File: config.mk
export PLATFORM = sky130hd
export DESIGN_NAME = life_ctrl_fsm
export DESIGN_NICKNAME = d
export VERILOG_FILES = /design/src/rtl/life_ctrl_fsm.sv
export SDC_FILE = /design/constraint.sdc
export NUM_CORES = 1
export LEC_CHECK = 0
export ABC_AREA = 1
export CORE_UTILIZATION = 45
export CTS_BUF_LIST = sky130_fd_sc_hd__clkbuf_16
export CTS_CLUSTER_SIZE = 8
export DETAILED_ROUTE_END_ITERATION = 7
export GPL_TIMING_DRIVEN = 0
export PLACE_DENSITY = 0.76
export SYNTH_ARGS = -nofsm -noshare
export SYNTH_HDL_FRONTEND = slang
export SYNTH_SLANG_ARGS = --single-unit
File: constraint.sdc
create_clock -name i_clka -period 1.8 [get_ports i_clka]
set_input_delay 0.18 -clock i_clka [delete_from_list [all_inputs] [get_ports i_clka]]
set_output_delay 0.18 -clock i_clka [all_outputs]
set_load 0.005 [all_outputs]
File: src/rtl/life_ctrl_fsm.sv
// Board controller FSM: load, read/write sweeps over DEPTH cells, generation
// counting to MAX_GEN, pause, and abort. State/count/gen registered, strobes decoded.
module life_ctrl_fsm #(
    parameter int ADDR_W  = 9,
    parameter int DEPTH   = 512,
    parameter int GEN_W   = 8,
    parameter int MAX_GEN = 100
) (
    input  logic              i_clka,
    input  logic              i_reset,
    input  logic              i_inp,
    input  logic              i_run,
    input  logic              i_wai,
    input  logic              i_loseSig,
    output logic              o_loadData,
    output logic              o_readData,
    output logic              o_writeData,
    output logic              o_writeout,
    output logic              o_win,
    output logic              o_restart,
    output logic [2:0]        o_state,
    output logic [ADDR_W-1:0] o_count,
    output logic [GEN_W-1:0]  o_gen
);

    typedef enum logic [2:0] {
        S_IDLE  = 3'd0,
        S_LOAD  = 3'd1,
        S_READ  = 3'd2,
        S_WRITE = 3'd3,
        S_WOUT  = 3'd4,
        S_WIN   = 3'd5,
        S_LOSE  = 3'd6
    } state_t;

    localparam logic [ADDR_W-1:0] LAST_ADDR = ADDR_W'(DEPTH - 1);
    localparam logic [GEN_W-1:0]  GEN_LIMIT = GEN_W'(MAX_GEN);

    state_t            r_state, w_state_nxt;
    logic [ADDR_W-1:0] r_count, w_count_nxt, w_count_inc;
    logic [GEN_W-1:0]  r_gen, w_gen_nxt;
    logic              w_last;

    // Address wraps at the last cell, so count can never leave 0..DEPTH-1.
    assign w_last      = (r_count == LAST_ADDR);
    assign w_count_inc = w_last ? '0 : r_count + ADDR_W'(1);

    always_ff @(posedge i_clka) begin
        if (i_reset) begin
            r_state <= S_IDLE;
            r_count <= '0;
            r_gen   <= '0;
        end else begin
            r_state <= w_state_nxt;
            r_count <= w_count_nxt;
            r_gen   <= w_gen_nxt;
        end
    end

    always_comb begin
        w_state_nxt = r_state;
        w_count_nxt = r_count;
        w_gen_nxt   = r_gen;
        case (r_state)
            S_IDLE: begin
                w_count_nxt = '0;
                if (i_inp) begin
                    w_state_nxt = S_LOAD;
                end else if (i_run) begin
                    w_state_nxt = S_READ;
                    w_gen_nxt   = '0;
                end
            end
            S_LOAD: begin
                if (i_inp) begin
                    w_count_nxt = w_count_inc;
                end else begin
                    w_state_nxt = S_IDLE;
                    w_count_nxt = '0;
                end
            end
            S_READ: begin
                if (i_loseSig) begin
                    w_state_nxt = S_LOSE;
                end else if (!i_wai) begin
                    w_count_nxt = w_count_inc;
                    if (w_last) w_state_nxt = S_WRITE;
                end
            end
            S_WRITE: begin
                if (i_loseSig) begin
                    w_state_nxt = S_LOSE;
                end else if (!i_wai) begin
                    w_count_nxt = w_count_inc;
                    if (w_last) begin
                        w_state_nxt = S_WOUT;
                        if (r_gen != GEN_LIMIT) w_gen_nxt = r_gen + GEN_W'(1);
                    end
                end
            end
            S_WOUT: begin
                w_count_nxt = '0;
                if (i_loseSig)               w_state_nxt = S_LOSE;
                else if (r_gen == GEN_LIMIT) w_state_nxt = S_WIN;
                else                         w_state_nxt = S_READ;
            end
            S_WIN: begin
                if (!i_run) begin
                    w_state_nxt = S_IDLE;
                    w_count_nxt = '0;
                end
            end
            S_LOSE: begin
                w_state_nxt = S_IDLE;
                w_count_nxt = '0;
                w_gen_nxt   = '0;
            end
            default: begin
                w_state_nxt = S_IDLE;
                w_count_nxt = '0;
                w_gen_nxt   = '0;
            end
        endcase
    end

    // A pause masks the sweep strobes so the RAM sees no access while frozen.
    assign o_loadData  = (r_state == S_LOAD);
    assign o_readData  = (r_state == S_READ)  && !i_wai;
    assign o_writeData = (r_state == S_WRITE) && !i_wai;
    assign o_writeout  = (r_state == S_WOUT);
    assign o_win       = (r_state == S_WIN);
    assign o_restart   = (r_state == S_LOSE);
    assign o_state     = r_state;
    assign o_count     = r_count;
    assign o_gen       = r_gen;

endmodule

Word-level counts from Yosys, hierarchy flattened
Index checks and enable logic that the tools add are counted.
{ "word_totals": {"mem_bits_ro": 0, "mem_count": 0, "mem_bits_rw": 0, "latch_bits": 0, "regBits": 20, "in_bits": 6, "out_inout_bits": 26, "word_cells": 65} }
{ "classes": {"n_bitwise": 1, "n_eq_ne": 24, "n_lt_le_gt_ge": 0, "n_addsub": 2, "div": 0, "n_mux": 26, "n_mul": 0, "n_reduce_logical": 9, "n_shift": 0} }
{ "op_table": {"columns": ["op", "n"], "rows": [
  ["2-to-1 mux 8 bit", 6],
  ["2-to-1 mux 9 bit", 5],
  ["2-to-1 mux 3 bit", 12],
  ["one-hot mux 9 bit (3 select lines)", 1],
  ["one-hot mux 8 bit (3 select lines)", 1],
  ["inequality test 2 bit (second input constant)", 10],
  ["one-hot mux 3 bit (6 select lines)", 1],
  ["inequality test 3 bit (second input constant)", 5],
  ["AND reduction 7 bit", 2],
  ["adder 9 x 1 -> 9 bit (second input constant)", 1],
  ["equality test 3 bit (second input constant)", 3],
  ["equality test 9 bit (second input constant)", 1],
  ["adder 8 x 1 -> 8 bit (second input constant)", 1],
  ["equality test 8 x 7 -> 1 bit (second input constant)", 1],
  ["inequality test 8 x 7 -> 1 bit (second input constant)", 1],
  ["equality test 3 x 2 -> 1 bit (second input constant)", 2],
  ["OR reduction 4 bit", 1],
  ["equality test 3 x 1 -> 1 bit (second input constant)", 1],
  ["zero test 3 bit", 1],
  ["AND reduction 3 bit", 1],
  ["logical AND 1 bit", 2],
  ["OR reduction 2 bit", 1],
  ["zero test 1 bit", 1],
  ["NOT 1 bit", 1]
]} }

Logic depth before layout (Yosys ltp)
Gate-level depths: netlist (run 1).
{ "depth": {"word_depth": 6, "ltp_mapped": 13, "ltp_nobuf": 13} }

Worst setup path after synthesis (run 1)
OpenSTA, ideal clock, no wires.
{ "synth_timing": {"kind": "reg-to-reg", "from": "reg r_count[0], in the netlist o_count[0]", "to": "reg r_gen[1], in the netlist o_gen[1]", "period_less_slack_ps": 1967, "required_ps": 1687, "path_stages_with_launch": 14, "setup_ps": 113, "setup_slack_ps": -167, "path_buffers": 0, "t_arrival_ps": 1855, "cell_sequence": "dfxtp_1 > ha_1 > nand3_1 > nor2_1 > inv_1 > nor4_1 > ha_1 > inv_1 > nor3_1 > nand2_2 > a21oi_2 > nand2_1 > nand2_1 > nor2_1"} }
{ "synth_between": {"elab_chain_len": 3} }
{ "synth_rtl": {"columns": ["item", "line", "rtl"], "rows": [
  ["from (decl)", "40", "logic [ADDR_W-1:0] r_count, w_count_nxt, w_count_inc;"],
  ["from (signal assigned)", "55", "r_count <= w_count_nxt;"],
  ["equality test 9 bit", "45", "assign w_last = (r_count == LAST_ADDR);"],
  ["inequality test 2 bit (no line)", null, null],
  ["AND reduction 7 bit (no line)", null, null],
  ["to (signal assigned)", "56", "r_gen <= w_gen_nxt;"],
  ["to (decl)", "41", "logic [GEN_W-1:0] r_gen, w_gen_nxt;"]
]} }
No other way between the ends.
A chain may end at the register's enable or synchronous reset.

Worst setup path after layout (run 1)
Ends and elaborated chain as after synthesis.

==> reports/qor.yml, run 1 <==
run_status:
  status: "finished with violations"
  violations: "DRC, setup timing"
yosys:
  syn_nets: 225
  synth_compound_area_share_pct: 13.0
  synth_fa_ha_area_share_pct: 3.66
  synthXorXnorAreaFrac_pct: 1.92
  yosys.area_share.simple_pct: 42.9
  synth-async-reset-ratio_pct: 0
  post_synth_num_cell_types: 25
  synth.area.mux_share_pct: 0
  yosysWarningCount: 0
  ys_seq_elements: 20
  seq_area_frac_synth_pct: 29.3
  syn_inst: 215
  synth_enable_flop_cells: 0
  syn_avg_cell_area_um2: 6.37
  synth_area_um2: 1370
  synth_top_family_by_area: "simple AND/OR/NAND/NOR gates"
  synth_ff_type: "dfxtp_1"
cells_and_area:
  layout_common_cells: "nand2_1, nor2_1, clkdlybuf4s50_1, inv_1, dfxtp_1"
  n_fill_cell: 228
  diodes: 0
  fin_nets: 270
  area.growth.synth_to_final_pct: 49.1
  register_area_um2: 409
  postLayoutCellArea_um2: 2040
  drive_gt1_share_pct: 27.0
  multi_input_area_um2: 1010
  layout_commonest_cell: "nand2_1"
setup_path:
  r2r_slack_ps: -150
  r2r-end: "o_gen[1]"
  crit_path_end_kind: "flip-flop"
  cp-startpoint: "o_count[0]"
  r2r-start: "o_count[0]"
  cp-start-kind: "flip-flop"
  critPathMaxFanout: 6
  cp.required_ps: 1950
  worstRegToRegCells: 13
  endpoint: "o_gen[1]"
  critical_path_class: "flip-flop to flip-flop"
  worstPathArrival_ps: 2100
sta:
  fin_skew_ps: 2.37
  fin_ws_ps: -145
  min_period_ps: 1950
  fin_crit_sh_pct: 108
  rsz0062_at_grt: "yes"
  hold_viol: 0
  relSlewSlack_pct: 58.8
  slew_violations: 0
  setup_viol: 11
  tightest_slew_ps: 618
  fmax_mhz: 514
clocking:
  clk_pin_slew_worst_paths_ps: 60
  cts.htree.levels: 1
  cts_root_buffer: "clkbuf_16"
  insertion_delay_ps: 250
  cts_buffer_depth: 2
  cts_hold_buf: 0
  numCtsBuffers: 3
  cts_tree: "built"
  clkSinkCount: 20
global_route:
  grt_pass1_wl_um: 5290
  grt_max_degree: 12
  grt_pass1_vias: 1259
  overflow: 0
  grt_use_total_pct: 20.9
  antenna_found_initial: 0
power:
  ir_worst_vdd_uv: 667
  p_per_area_nw_per_um2: 1060
  leakagePower_uw: 0.000772
detailed_routing:
  drtIter0Drc: 43
  wirelength_um: 3360
  dr.pass1.iters: 6
  wl_per_cell_um: 11.6
  via_per_inst: 5.07
  ant_nets: 0
  drc_errors: 4
  vias: 1470
floorplan:
  num_rows: 19
  initial_core_util_pct: 48.4
  die_area_um2: 3270
  ios: 32
  fp.dieW_um: 57.2
  core_region_area_um2: 2830
  die_y_um: 57.2
place:
  dpl_worst_slack_ps: -213
  portBuffers: 31
  dpl_cell_area_um2: 1760
  gp_congestion: 0.881
  place_hpwl_um: 2280
min_path:
  holdCritStartpoint: "o_gen[7]"
  worst_hold_path_type: "flip-flop to flip-flop"
run:
  maxCapViolations: 0
[synthesized netlist by cell type (2+ instances only)]
| library cell | instances | area share, % |
|---|---|---|
| a21oi_1 | 7 | 2.6 |
| a21oi_2 | 9 | 5.8 |
| dfxtp_1 | 20 | 29 |
| ha_1 | 4 | 3.7 |
| inv_1 | 22 | 6.0 |
| inv_2 | 8 | 2.2 |
| nand2_1 | 54 | 15 |
| nand2_2 | 6 | 2.7 |
| nand2_4 | 4 | 3.3 |
| nand3_1 | 12 | 4.4 |
| nand4_1 | 4 | 1.8 |
| nor2_1 | 35 | 9.6 |
| nor2_2 | 6 | 2.7 |
| nor3_1 | 3 | 1.1 |
| o21ai_0 | 10 | 3.7 |
| xor2_1 | 2 | 1.3 |
[worst max-delay path: stages, from the launching register on]
cell and delay (ps):
dfxtp_4 350, ha_4 140, nand3_4 90, nor2_4 110, inv_2 50, nor4_4 140
ha_2 230, inv_2 50, nor3_4 120, nand2_2 120, a21oi_4 250, nand2_1 90
nand2_1 60, nor2_1 40
[where the power goes]
part | switching [uW] | internal [uW] | leakage [uW]
clock | 169 | 296 | 0.0000385
combinational | 643 | 464 | 0.000570
sequential | 81.3 | 511 | 0.000164
[stage by stage]
step	utilization [%]	hold WS [ps]	setup TNS, ps	power [uW]	std cells
4_1_cts	68.2	516	-1150	2070	287
3_5_place_dp	62.3	495	-1520	1500	277
5_1_grt	72.1	573	-2590	2320	290
3_3_place_gp	62.3	491	-1360	1500	277
2_1_floorplan	-	387	0	1200	215
6_report	72.1	518	-1060	2170	290
[worst min path at each step]
stage                            end  cells after the start
final                       o_gen[7]                      2
after detailed placement  o_count[1]                      2
after global placement    o_count[1]                      2
after global routing        o_gen[6]                      2
after floorplan             o_gen[1]                      3
after CTS                   o_gen[7]                      2
[per-layer routing]
layer	routed length [um]	GRT usage, %	vias to the layer above
met1	1590	26.5	660
met5	0	0	-
li1	-	-	770
met2	1590	35.6	35
met4	46	7.32	0
met3	134	3.63	5
[timing repair]
| item | in CTS | in global routing |
|---|---|---|
| endpoints found under the setup margin | 14 | 20 |
| pin swaps | 8 | 9 |
| buffers inserted | 6 | 4 |
| gates resized for setup | 14 | 16 |
[sequential cells by signal, indices dropped and copies added, names as in the netlist]
signal	count
o_count	9
o_state	3
o_gen	8
[kinds of logic after synthesis]
family,Yosys count
AO/OA/AOI/OAI,28
adder cells (fa/ha/maj),4
flip-flops,20
AND/OR/NAND/NOR,128
buffers and inverters,32
XOR/XNOR,3
[cell type report]
cell class,instances,area share [%]
clock buffers,3,3.68
plain buffers,2,0.736
multi-input cells,163,49.4
flip-flops and latches,20,20.0
well taps,31,1.90
clock inverters,1,0.184
repair buffers,40,18.5
inverters,30,5.52
Power figures use the tool's default switching activity.
==> inputs of run 2 (changes only) <==
--- a/config.mk
+++ b/config.mk
@@ -6,12 +6,12 @@
 export NUM_CORES = 1
 export LEC_CHECK = 0
 export ABC_AREA = 1
-export CORE_UTILIZATION = 45
+export CORE_UTILIZATION = 49
 export CTS_BUF_LIST = sky130_fd_sc_hd__clkbuf_16
-export CTS_CLUSTER_SIZE = 8
+export CTS_CLUSTER_SIZE = 14
 export DETAILED_ROUTE_END_ITERATION = 7
 export GPL_TIMING_DRIVEN = 0
-export PLACE_DENSITY = 0.76
+export PLACE_DENSITY = 0.79
 export SYNTH_ARGS = -nofsm -noshare
 export SYNTH_HDL_FRONTEND = slang
 export SYNTH_SLANG_ARGS = --single-unit
==> constraint.sdc (replaced) <==
create_clock -name i_clka -period 2.1 [get_ports i_clka]
set_input_delay 0.21 -clock i_clka [delete_from_list [all_inputs] [get_ports i_clka]]
set_output_delay 0.21 -clock i_clka [all_outputs]
set_load 0.005 [all_outputs]
==> reports/qor.yml, run 2 (synthesis results as in run 1) <==
sta:
  min_period_ps: 2180  # was 1950 ps
  relSlewSlack_pct: 54.6  # was 58.8%
  fin_crit_sh_pct: 104  # was 108%
  fmax_mhz: 459  # was 514 MHz
  hold_viol: 0  # unchanged
  setup_viol: 5  # was 11
  fin_skew_ps: 1.09  # was 2.37 ps
  finalSetupTns_ps: -339  # was -1060 ps
  rsz0062_at_grt: "yes"  # unchanged
  slew_violations: 0  # unchanged
  tightest_slew_ps: 680  # was 618 ps
  fin_ws_ps: -78.6  # was -145 ps
setup_path:
  r2r-end: "o_gen[6]"  # was o_gen[1]
  worstRegToRegCells: 12  # was 13
  critical_path_class: "flip-flop to flip-flop"  # unchanged
  crit_path_end_kind: "flip-flop"  # unchanged
  path_cells: "ha_4, nand3_4, nor2_4, inv_2, nor4_4, ha_2, inv_2, nor3_2, nand2_2, a21oi_4, nand2_1, a21oi_2"  # was ha_4, nand3_4, nor2_4, inv_2, nor4_4, ha_2, inv_2, nor3_4, nand2_2, a21oi_4, nand2_1, nand2_1, nor2_1
  r2r_slack_ps: -80  # was -150 ps
  cp_common_cell: "inv_2"
  critPathMaxFanout: 6  # unchanged
  path_buf_inv: 2  # unchanged
  slowest_delay_ps: 360  # was 350 ps
  critPathTopFamily: "simple AND/OR/NAND/NOR gates"  # unchanged
  cp-start-kind: "flip-flop"  # unchanged
  critical-path-slowest-cell: "dfxtp_4"  # unchanged
  r2r-start: "o_count[1]"  # was o_count[0]
  cp-startpoint: "o_count[1]"  # was o_count[0]
  worstPathArrival_ps: 2360  # was 2100 ps
  cp.required_ps: 2280  # was 1950 ps
min_path:
  holdCritStartpoint: "o_gen[7]"  # unchanged
  worst_hold_path_type: "flip-flop to flip-flop"  # unchanged
  hold_path_end: "o_gen[7]"  # unchanged
  whs_path_depth: 2  # unchanged
cells_and_area:
  final_util_pct: 79.6  # was 72.1%
  multi_input_area_um2: 952  # was 1010 um2
  layout_common_cells: "nand2_1, nor2_1, clkdlybuf4s50_1, inv_1, dfxtp_1"  # unchanged
  register_area_um2: 405  # was 409 um2
  fin_nets: 275  # was 270
  postLayoutCellArea_um2: 2040  # about the same
  diodes: 0  # unchanged
  drive_gt1_share_pct: 28.0  # was 27.0%
  layout_commonest_cell: "nand2_1"  # unchanged
  n_fill_cell: 201  # was 228
  area.growth.synth_to_final_pct: 49.3  # was 49.1%
  largest_reg_flops: 9  # unchanged
detailed_routing:
  wl_met3_um: 183  # was 134 um
  wirelength_um: 3730  # was 3360 um
  dr_wl_met2_um: 1890  # was 1590 um
  drc_errors: 0  # was 4
  ant_nets: 0  # unchanged
  wl_per_cell_um: 12.7  # was 11.6 um
  wl_met1_um: 1610  # was 1590 um
  via_per_inst: 5.24  # was 5.07
  vias: 1542  # was 1,470
  highest_layer: "met4"  # unchanged
  drtIter0Drc: 28  # was 43
  dr.pass1.iters: 4  # was 6
run_status:
  status: "finished with violations"  # unchanged
  violations: "setup timing"  # was DRC, setup timing
floorplan:
  core_region_area_um2: 2570  # was 2830 um2
  die_y_um: 54.9  # was 57.2 um
  initial_core_util_pct: 53.3  # was 48.4%
  fp.dieW_um: 54.9  # was 57.2 um
  die_area_um2: 3010  # was 3270 um2
  ios: 32  # unchanged
  num_rows: 18  # was 19
place:
  place_hpwl_um: 2380  # was 2280 um
  gp_congestion: 0.856  # was 0.881
  portBuffers: 31  # unchanged
  dpl_worst_slack_ps: -244  # was -213 ps
  dpl_cell_area_um2: 1720  # was 1760 um2
global_route:
  grt_pass1_wl_um: 5400  # was 5290 um
  antenna_found_initial: 0  # unchanged
  grt_use_total_pct: 25.2  # was 20.9%
  grt_pass1_vias: 1285  # was 1,259
  grt_max_degree: 13  # was 12
  overflow: 0  # unchanged
power:
  power_uw: 1920  # was 2170 uW
  seq_power_share_pct: 26.1  # was 27.4%
  clockPowerShare_pct: 27.7  # was 21.5%
  p_sw_share_pct: 38.5  # was 41.3%
  ir_worst_vdd_uv: 879  # was 667 uV
  leakagePower_uw: 0.000801  # was 0.000772 uW
  combPwrFrac_pct: 46.1  # was 51.1%
  p_sw_uw: 739  # was 894 uW
  p_int_uw: 1180  # was 1270 uW
  p_per_area_nw_per_um2: 940  # was 1060 nW/um2
clocking:
  cts.htree.levels: 1  # unchanged
  numCtsBuffers: 3  # unchanged
  clkSinkCount: 20  # unchanged
  cts_tree: "built"  # unchanged
  clk_pin_slew_worst_paths_ps: 60  # about the same
  cts_buffer_depth: 2  # unchanged
  insertion_delay_ps: 250  # about the same
  cts_root_buffer: "clkbuf_16"  # unchanged
run:
  maxCapViolations: 0  # unchanged
-- run 2: changes by cell type in the layout (fill, tap and decap cells not counted), moves of 2 or more --
cell     change
a21oi_2      +2
nand3_2      +2
buf_4        +5
a21oi_1      -2
nand2_2      +4
nor2_1       +2
nand3_4      -2
nand2_4      -3
-- run 2: how the worst max path moves through the flow --
stage | end | slack, ps | cells after the start
floorplan | o_gen[1] | 130 | 13
global placement | o_gen[6] | -220 | 12
detailed placement | o_gen[6] | -240 | 12
CTS | o_gen[6] | 8 | 12
global route | o_gen[6] | -230 | 12
finish | o_gen[6] | -80 | 12
-- run 2: power groups by stage --
stage	Clock (uW)	Sequential, uW	Combinational [uW]
after detailed placement	0	508	759
after floorplan	0	502	512
final	532	502	886
after CTS	534	497	795
after global routing	550	511	981
after global placement	0	509	749
-- run 2: per-stage QoR --
stage | hold WS (ps) | cells
2_1_floorplan | 417 | 215
3_3_place_gp | 499 | 276
3_5_place_dp | 502 | 276
4_1_cts | 493 | 287
5_1_grt | 546 | 294
6_report | 522 | 294
-- run 2: what timing repair did --
item,CTS,global route
setup buffers,7,7
gates cloned,0,0
setup endpoints to repair,8,11
pin swaps,1,16
hold buffers,0,0
resized for setup,6,23
-- run 2: worst register-to-register path, cell delays in order (launching register included) --
cell,delay [ps]
dfxtp_4,360
ha_4,160
nand3_4,100
nor2_4,140
inv_2,60
nor4_4,250
ha_2,220
inv_2,40
nor3_2,200
nand2_2,130
a21oi_4,230
nand2_1,100
a21oi_2,130
-- run 2: layer usage --
layer  track usage (%)  vias up
met3              5.83        4
met1              30.8      705
met2              43.4       55
li1                  -      778
met5                 0        -
met4              7.26        0
-- run 2: final cells by class --
type | instances | area share [%]
plain buffers | 2 | 0.735
clock buffers | 3 | 3.67
clock inverters | 1 | 1.47
inverters | 30 | 5.51
multi-input cells | 163 | 46.6
flip-flops and latches | 20 | 19.8
well taps | 30 | 1.84
repair buffers | 45 | 20.3
==> inputs of run 3 (changes only) <==
--- a/config.mk
+++ b/config.mk
@@ -6,12 +6,14 @@
 export NUM_CORES = 1
 export LEC_CHECK = 0
 export ABC_AREA = 1
-export CORE_UTILIZATION = 49
+export CORE_UTILIZATION = 62
 export CTS_BUF_LIST = sky130_fd_sc_hd__clkbuf_16
 export CTS_CLUSTER_SIZE = 14
 export DETAILED_ROUTE_END_ITERATION = 7
+export DONT_BUFFER_PORTS = 1
 export GPL_TIMING_DRIVEN = 0
-export PLACE_DENSITY = 0.79
+export PLACE_DENSITY = 0.78
 export SYNTH_ARGS = -nofsm -noshare
 export SYNTH_HDL_FRONTEND = slang
 export SYNTH_SLANG_ARGS = --single-unit
+export TNS_END_PERCENT = 20
==> reports/qor.yml, run 3 (synthesis results as in run 1) <==
sta:
  min_period_ps: 2000  # was 2180 ps
  fin_skew_ps: 1.49  # was 1.09 ps
  rsz0062_at_grt: "yes"  # unchanged
  fmax_mhz: 500  # was 459 MHz
  fin_crit_sh_pct: 95.2  # was 104%
  setup_viol: 0  # was 5
  tightest_slew_ps: 602  # was 680 ps
  slew_violations: 0  # unchanged
  hold_viol: 0  # unchanged
  relSlewSlack_pct: 59.9  # was 54.6%
global_route:
  overflow: 0  # unchanged
  grt_max_degree: 13  # unchanged
  grt_pass1_vias: 1226  # was 1,285
  grt_use_total_pct: 26.1  # was 25.2%
  antenna_found_initial: 0  # unchanged
  grt_pass1_wl_um: 4870  # was 5400 um
run_status:
  status: "finished clean"  # was finished with violations
cells_and_area:
  drive_gt1_share_pct: 22.7  # was 28.0%
  final_util_pct: 77.5  # was 79.6%
  fin_nets: 231  # was 275
  n_fill_cell: 177  # was 201
  postLayoutCellArea_um2: 1570  # was 2040 um2
  layout_commonest_cell: "nand2_1"  # unchanged
  area.growth.synth_to_final_pct: 14.5  # was 49.3%
  layout_common_cells: "nand2_1, nor2_1, inv_1, dfxtp_1, nand3_1"  # was nand2_1, nor2_1, clkdlybuf4s50_1, inv_1, dfxtp_1
  largest_reg_flops: 9  # unchanged
  diodes: 0  # unchanged
clocking:
  clk_pin_slew_worst_paths_ps: 60  # about the same
  numCtsBuffers: 3  # unchanged
  cts_root_buffer: "clkbuf_16"  # unchanged
  cts_tree: "built"  # unchanged
  clkSinkCount: 20  # unchanged
  insertion_delay_ps: 250  # about the same
  cts_buffer_depth: 2  # unchanged
  cts.htree.levels: 1  # unchanged
setup_path:
  r2r-start: "o_count[0]"  # was o_count[1]
  endpoint: "o_gen[6]"  # unchanged
  worstRegToRegCells: 12  # unchanged
  r2r-end: "o_gen[6]"  # unchanged
  worstPathArrival_ps: 2180  # was 2360 ps
  cp-start-kind: "flip-flop"  # unchanged
  cp.required_ps: 2280  # about the same
  critPathMaxFanout: 6  # unchanged
  path_buf_inv: 2  # unchanged
  critPathTopFamily: "simple AND/OR/NAND/NOR gates"  # unchanged
  r2r_slack_ps: 100  # was -80 ps
  slowest_delay_ps: 380  # was 360 ps
  path_cells: "ha_4, nand3_1, nor2_2, inv_2, nor4_4, ha_2, inv_1, nor3_2, nand2_2, a21oi_4, nand2_1, a21oi_2"  # was ha_4, nand3_4, nor2_4, inv_2, nor4_4, ha_2, inv_2, nor3_2, nand2_2, a21oi_4, nand2_1, a21oi_2
  critical-path-slowest-cell: "dfxtp_4"  # unchanged
  cp.depth: 12  # unchanged
  cp-startpoint: "o_count[0]"  # was o_count[1]
  critical_path_class: "flip-flop to flip-flop"  # unchanged
  crit_path_end_kind: "flip-flop"  # unchanged
min_path:
  worst_hold_path_type: "input pin to flip-flop"  # was flip-flop to flip-flop
detailed_routing:
  wl_per_cell_um: 12.9  # was 12.7 um
  drtIter0Drc: 20  # was 28
  wirelength_um: 3190  # was 3730 um
  drc_errors: 0  # unchanged
  ant_nets: 0  # unchanged
  via_per_inst: 5.46  # was 5.24
  vias: 1349  # was 1,542
  dr.pass1.iters: 4  # unchanged
power:
  leakagePower_uw: 0.000613  # was 0.000801 uW
  p_sw_uw: 663  # was 739 uW
  ir_worst_vdd_uv: 1170  # was 879 uV
  p_int_uw: 1020  # was 1180 uW
  p_per_area_nw_per_um2: 1080  # was 940 nW/um2
  clockPowerShare_pct: 31.1  # was 27.7%
  combPwrFrac_pct: 37.7  # was 46.1%
  p_sw_share_pct: 39.4  # was 38.5%
  seq_power_share_pct: 31.1  # was 26.1%
place:
  place_hpwl_um: 2310  # was 2380 um
  gp_congestion: 0.844  # was 0.856
  portBuffers: 0  # was 31
  dpl_cell_area_um2: 1400  # was 1720 um2
floorplan:
  die_area_um2: 2400  # was 3010 um2
  core_region_area_um2: 2020  # was 2570 um2
  die_y_um: 49.0  # was 54.9 um
  fp.dieW_um: 49.0  # was 54.9 um
  num_rows: 16  # was 18
  initial_core_util_pct: 67.7  # was 53.3%
  ios: 32  # unchanged
run:
  maxCapViolations: 0  # unchanged
[run 3: cell types whose count changed in the layout (fill, tap and decap cells not counted), sizes merged]
cell           delta
buf              -13
clkdlybuf4s50    -31
[run 3: worst min path at each step]
| stage | to | from | cells after the start |
|---|---|---|---|
| after CTS | o_gen[1] | i_reset | 3 |
| after detailed placement | o_gen[1] | i_reset | 3 |
| after global placement | o_gen[1] | i_reset | 3 |
| after global routing | o_gen[1] | i_reset | 3 |
| after floorplan | o_gen[1] | i_reset | 3 |
| final | o_gen[1] | i_reset | 3 |
[run 3: routing by layer]
metal | track usage (%) | part of all wire (%) | wire length (um) | vias to the layer above
li1 | - | - | - | 689
met5 | 0 | 0 | 0 | -
met2 | 47.7 | 50 | 1610 | 44
met1 | 28.2 | 43 | 1370 | 610
met4 | 5.88 | 0.94 | 30 | 0
met3 | 9.66 | 5.6 | 179 | 6
[run 3: power by group through the flow]
stage	Combinational [uW]	Clock, uW	Sequential [uW]
after floorplan	512	0	502
after global placement	585	0	517
after detailed placement	605	0	520
after CTS	626	526	515
after global routing	701	544	533
final	636	525	525
[run 3: cell type report]
cell class                 count  area, um2  area share (%)
multi-input combinational    163        886            56.5
sequential                    20        408            26.0
inverter                      30        113            7.18
clock buffer                   3       75.1            4.79
tap                           27       33.8            2.15
clock inverter                 1       30.0            1.92
buffer                         2       15.0           0.958
timing repair buffer           1       7.51           0.479
[run 3: what timing repair did]
item | in CTS | in global routing
hold endpoints to repair | 0 | 0
gates resized for setup | 4 | 9
endpoints found under the setup margin | 8 | 9
setup buffers | 0 | 1
pin swaps | 0 | 2
gates cloned | 0 | 0
hold buffers | 0 | 0
[run 3: worst reg2reg max path, delay by kind of cell, from the launching register on]
family,cells,cell delay [ps]
simple gates,6,710
flops,1,380
fa+ha+maj,2,360
compound gates,2,360
buf+inv,2,140
[run 3: per-stage QoR]
stage               TNS (ps)  cells  total power (uW)  setup slack [ps]  hold slack, ps
finish                     0    247              1690               100             182
CTS                     -126    246              1670             -49.2             186
global route           -54.4    247              1780             -27.9             215
detailed placement     -1380    242              1120              -247             449
global placement        -645    242              1100              -139             439
floorplan                  0    215              1010               133             417
